==> src/rtl/serial_addsub_param_if.sv <==
// Serial operand/result bundle for the bit-serial adder/subtractor.
// The master drives the operand bits; the slave returns the result bits.
interface serial_addsub_param_if;
  logic en_i;
  logic ina;
  logic inb;
  logic sub_i;
  logic en_o;
  logic out;
  logic busy;

  modport master (output en_i, ina, inb, sub_i, input en_o, out, busy);
  modport slave  (input en_i, ina, inb, sub_i, output en_o, out, busy);
endinterface

==> src/rtl/serial_addsub_param.sv <==
// MSB-first bit-serial adder/subtractor with a WIDTH-bit operand width.
// Produces a (WIDTH+1)-bit result and accepts back-to-back frames.
module serial_addsub_param #(
  parameter int WIDTH = 2
) (
  input  logic                  clk,
  input  logic                  rst,
  serial_addsub_param_if.slave  bus
);

  localparam int CW = $clog2(WIDTH + 2);

  typedef enum logic [1:0] {IDLE, LOAD, SEND, FIN} state_t;

  state_t           state;
  state_t           state_next;
  logic [WIDTH-1:0] a_sr;
  logic [WIDTH-1:0] b_sr;
  logic [WIDTH-1:0] a_next;
  logic [WIDTH-1:0] b_next;
  logic [WIDTH:0]   r;
  logic [WIDTH:0]   r_calc;
  logic [CW-1:0]    cnt;
  logic             sub_q;
  logic             sub_sel;
  logic             accept;
  logic             capture;
  logic             compute;

  always_ff @(posedge clk) begin
    if (rst) state <= IDLE;
    else     state <= state_next;
  end

  // The last capture edge computes R from the bit arriving on that same edge.
  always_comb begin
    a_next     = (a_sr << 1) | WIDTH'(bus.ina);
    b_next     = (b_sr << 1) | WIDTH'(bus.inb);
    accept     = bus.en_i && (state == IDLE || state == FIN);
    sub_sel    = accept ? bus.sub_i : sub_q;
    capture    = accept || (state == LOAD);
    compute    = (accept && WIDTH == 1) || (state == LOAD && cnt == CW'(WIDTH - 1));
    r_calc     = sub_sel ? ({1'b0, a_next} - {1'b0, b_next})
                         : ({1'b0, a_next} + {1'b0, b_next});
    state_next = state;
    case (state)
      IDLE, FIN: begin
        if (accept) state_next = (WIDTH > 1) ? LOAD : SEND;
        else        state_next = IDLE;
      end
      LOAD:    if (compute) state_next = SEND;
      SEND:    if (cnt == CW'(WIDTH)) state_next = FIN;
      default: state_next = IDLE;
    endcase
  end

  always_ff @(posedge clk) begin
    if (rst) begin
      a_sr     <= '0;
      b_sr     <= '0;
      r        <= '0;
      cnt      <= '0;
      sub_q    <= 1'b0;
      bus.en_o <= 1'b0;
      bus.out  <= 1'b0;
      bus.busy <= 1'b0;
    end else begin
      if (capture) begin
        a_sr <= a_next;
        b_sr <= b_next;
      end
      if (accept) sub_q <= bus.sub_i;
      if (compute)                          cnt <= '0;
      else if (accept)                      cnt <= CW'(1);
      else if (state == LOAD || state == SEND) cnt <= cnt + CW'(1);
      else                                  cnt <= '0;
      // R is shifted left while sending so its MSB is always the next bit out.
      if (compute)            r <= r_calc;
      else if (state == SEND) r <= r << 1;
      bus.en_o <= (state == SEND);
      bus.out  <= (state == SEND) && r[WIDTH];
      bus.busy <= (state_next != IDLE);
    end
  end

endmodule
==> src/flat_wrapper.sv <==
// flat-port wrapper written by rule: the top's interface ports become plain ports
module serial_addsub_param_flat 
#(
  parameter int WIDTH = 2
)
  (clk, rst, bus_en_i, bus_ina, bus_inb, bus_sub_i, bus_en_o, bus_out, bus_busy);
  serial_addsub_param_if bus_i ();
  input  logic clk;
  input  logic rst;
  input wire logic [$bits(bus_i.en_i)-1:0] bus_en_i;
  input wire logic [$bits(bus_i.ina)-1:0] bus_ina;
  input wire logic [$bits(bus_i.inb)-1:0] bus_inb;
  input wire logic [$bits(bus_i.sub_i)-1:0] bus_sub_i;
  output wire logic [$bits(bus_i.en_o)-1:0] bus_en_o;
  output wire logic [$bits(bus_i.out)-1:0] bus_out;
  output wire logic [$bits(bus_i.busy)-1:0] bus_busy;
  assign bus_i.en_i = bus_en_i;
  assign bus_i.ina = bus_ina;
  assign bus_i.inb = bus_inb;
  assign bus_i.sub_i = bus_sub_i;
  assign bus_en_o = bus_i.en_o;
  assign bus_out = bus_i.out;
  assign bus_busy = bus_i.busy;
  serial_addsub_param #(.WIDTH(WIDTH)) u_core (.clk(clk), .rst(rst), .bus(bus_i));
endmodule
==> config.mk <==
export PLATFORM = sky130hd
export DESIGN_NAME = serial_addsub_param_flat
export DESIGN_NICKNAME = d
export VERILOG_FILES = /design/src/rtl/serial_addsub_param_if.sv /design/src/rtl/serial_addsub_param.sv /design/src/flat_wrapper.sv
export SDC_FILE = /design/constraint.sdc
export NUM_CORES = 1
export LEC_CHECK = 0
export BUFFER_PORTS_ARGS = -buffer_cell sky130_fd_sc_hd__buf_2
export CAP_MARGIN = 30
export CORE_AREA = 10 10 47 49
export CTS_BUF_LIST = sky130_fd_sc_hd__clkbuf_16
export CTS_CLUSTER_DIAMETER = 30
export DETAILED_ROUTE_END_ITERATION = 6
export DIE_AREA = 0 0 57 59
export PLACE_DENSITY = 0.69
export SLEW_MARGIN = 20
export SYNTH_ARGS = -nofsm -noshare
export SYNTH_HDL_FRONTEND = slang
export SYNTH_SLANG_ARGS = --single-unit
==> constraint.sdc <==
create_clock -name clk -period 3.45 [get_ports clk]
set_input_delay 0.1725 -clock clk [delete_from_list [all_inputs] [get_ports clk]]
set_output_delay 0.1725 -clock clk [all_outputs]
set_load 0.05 [all_outputs]
==> impl_results.md <==
* Instance count of the mapped netlist at 69
* Fin. Hold Viols at 0
* Remaining antenna violation count after routing at 0
* Total track usage at 0.0748
* Largest buffer count on any clock path at 2
* Post-cts repair resize count at 0
* Worst Clk Skew at 0.00116 ns
* Area added between synthesis and finish at 20.8%
* Number of antenna violations at the first check in global routing at 0
* Initial Utilization at 0.459
* Largest net degree at the start of global routing at 11
* Mapped Nets at 82
* Peak supply drop at slightly above 0.0003 V
* Number of buffers added for setup after CTS at 0
* Std cell rows at 14
* Max-capacitance violation count at 0
* Utilization of the core after routing at 0.554
* Die footprint at roughly 3400 um2
* Hold-fix buffers at CTS at 0
* Result of the run: finished clean
* RSZ-0062 raised after global routing: false
* Sequential element share of the synthesized area at 0.405
* Avg Vias per Cell at 5.01
* Total area of sequential cells at between 200 and 300 um2
* Post-synthesis register bit count at 13
* Category of the most critical setup path: reg -> reg
* Clk sinks at 13
* Post-DP Area at roughly 700 um2
* Root Buffer: sky130_fd_sc_hd__clkbuf_16
* Most instantiated flip-flop cell in the synthesis netlist: sky130_fd_sc_hd__dfxtp_1
* Final weighted congestion of routability-driven global placement at 0.760
* H-tree depth at 1
* Startpoint kind of the worst setup timing path: register
* Top cell type's share of synthesized area at 0.405
* N_diodes at 0
* Total leakage power at around 0.35 nW
* Global-route wire length before repair at roughly 2 mm
* Most common library cells after synthesis: sky130_fd_sc_hd__dfxtp_1, sky130_fd_sc_hd__inv_1, sky130_fd_sc_hd__nor2_1
* Routed length per placed instance at approximately 12 um
* Area of the core at between 1000 and 1500 um2
* Synthesized cell area at ~640 um2
* Ranking of synthesized cells by area: sky130_fd_sc_hd__dfxtp_1, sky130_fd_sc_hd__ha_1, sky130_fd_sc_hd__inv_1, sky130_fd_sc_hd__a21oi_1, sky130_fd_sc_hd__nor2_1
* Synth area leader: sky130_fd_sc_hd__dfxtp_1
* Length of the first detailed-routing pass in iterations at 4
* Max Fclk at about 440 MHz
* Via count at roughly 480
* Post-layout net count at between 90 and 100
* Count of boundary I/O pins at 9
* Hold Crit Class: in -> reg
* Total wire length after detailed routing at 1.14 mm
* Number of warning messages in the yosys log at 0
* Slew Limit Fails at 0
* CTS tree: built
* # port buffers at 8
* CTS buffer count at 3
* Clock latency reported for the late side of the worst-skew pair at around 0.24 ns
* Number of enable flip-flop cells after synthesis at 0
* CP required at approximately 3.6 ns
* Post-route design area at about 780 um2
* Share of the clock period used by the worst path after layout at 0.665
* Horiz. Die Dim at 57 um
* GRT Residual Overflow at 0
* Fill cell instance count of the final layout at between 150 and 200
* Arrival time at the worst endpoint at around 2.4 ns
* Power per cell area at 565 nW/um2
* Share of post-route cells with drive strength above 1 at 0.213
* Maximum fanout count along the critical path at 7
* Count of routing violations after the opening detailed-route iteration at 4
* Min cycle time layout at ~2.3 ns
* Cell with the most instances after synthesis: sky130_fd_sc_hd__dfxtp_1
* Die extent in y at 59 um
* Netlist cell types at 24
* Transition time at the pin with the least slew margin at about 0.32 ns
* Setup violations, final at 0
* Worst slew margin relative to its limit at 0.779
* Setup TNS at 0 ns
* Clock-pin transition on the worst setup and hold timing paths at around 0.040 ns
* Mean area per synthesized cell at just over 9 um2
* Element type at the critical path end: register
* Number of global-route vias before repair at 484
* Post-route DRC violation count at 0
* HPWL after detailed placement at ~890 um
* Proportion of synthesized flip-flops having asynchronous set or reset at 0
* Multi-input logic area at roughly 340 um2
-- critical path, cell delays in order (launching register included) --
cell and delay [ns]:
sky130_fd_sc_hd__dfxtp_1 0.35, sky130_fd_sc_hd__inv_1 0.05, sky130_fd_sc_hd__ha_1 0.38, sky130_fd_sc_hd__nand2_2 0.14, sky130_fd_sc_hd__mux2i_4 0.28, sky130_fd_sc_hd__mux2i_1 0.14
sky130_fd_sc_hd__fa_1 0.45, sky130_fd_sc_hd__nor4b_2 0.32, sky130_fd_sc_hd__nor4_2 0.07
-- cells in the final DEF (no fill, tap or decap), drive strengths merged --
master	Yosys	final
a2111oi	1	1
nand2	4	4
inv	11	12
dfxtp	13	13
a31oi	1	1
nor4	1	1
buf	1	8
o211a	1	1
nand2b	1	1
or2	1	1
nand3	1	1
a21oi	8	8
a211oi	2	2
o21ai	1	1
nor2	9	9
o21a	1	1
fa	1	1
mux2i	3	3
and2	1	1
nor4b	1	1
clkbuf	0	3
ha	6	6
-- final cells by class --
| type | instances | share of cell area |
|---|---|---|
| clock buffers | 3 | 0.0966 |
| clock inverters | 1 | 0.00483 |
| inverters | 11 | 0.0531 |
| multi-input cells | 44 | 0.433 |
| flip-flops and latches | 13 | 0.335 |
| well taps | 16 | 0.0258 |
| repair buffers | 8 | 0.0515 |
-- flip-flops by register name, indices dropped and copies added, names as in the netlist --
| name | cells |
|---|---|
| u_core.bus.en_o | 1 |
| u_core.a_sr | 1 |
| u_core.b_sr | 1 |
| u_core.r | 3 |
| u_core.bus.busy | 1 |
| u_core.sub_q | 1 |
| u_core.cnt | 2 |
| u_core.state | 2 |
| u_core.bus.out | 1 |
-- per-layer routing --
metal | vias to the layer above | wire length [um] | track usage
met3 | 3 | 62 | 0.0300
met1 | 217 | 542 | 0.0763
li1 | 250 | - | -
met5 | - | 0 | 0
met2 | 11 | 502 | 0.119
met4 | 0 | 34 | 0.0604
-- path summary, 6_finish.rpt --
check | slack [ns] | from | end | cells past startpoint
hold reg to reg | 0.45 | u_core.r[2]$_SDFFE_PP0P_ | u_core.bus.out$_SDFF_PP0_ | 1
setup reg to reg | 1.16 | u_core.state[0]$_SDFF_PP0_ | u_core.r[2]$_SDFFE_PP0P_ | 8
hold / removal | 0.23 | bus_sub_i | u_core.sub_q$_SDFF_PP0_ | 3
setup / recovery | 1.16 | u_core.state[0]$_SDFF_PP0_ | u_core.r[2]$_SDFFE_PP0P_ | 8
-- stage by stage --
step	power, W	std cells	setup slack [ns]	hold slack [ns]
floorplan	0.000213	69	1.32	0.335
global placement	0.000226	92	1.22	0.445
detailed placement	0.000227	92	1.15	0.447
CTS	0.000445	96	1.14	0.223
global route	0.000458	96	1.04	0.262
finish	0.000439	96	1.16	0.225
-- cell families after synthesis --
| kind of cell | count (synthesis) | synth area share |
|---|---|---|
| simple gates | 19 | 0.160 |
| fa+ha+maj | 7 | 0.148 |
| buf+inv | 12 | 0.0720 |
| compound gates | 15 | 0.150 |
| flops | 13 | 0.405 |
| mux | 3 | 0.0661 |
-- report_power, final --
group | switching (W) | total [W] | internal [W]
clock | 0.0000627 | 0.000215 | 0.000153
combinational | 0.0000350 | 0.0000592 | 0.0000242
sequential | 0.00000487 | 0.000165 | 0.000160
total | 0.000103 | 0.000439 | 0.000337
Power figures use the tool's default switching activity.
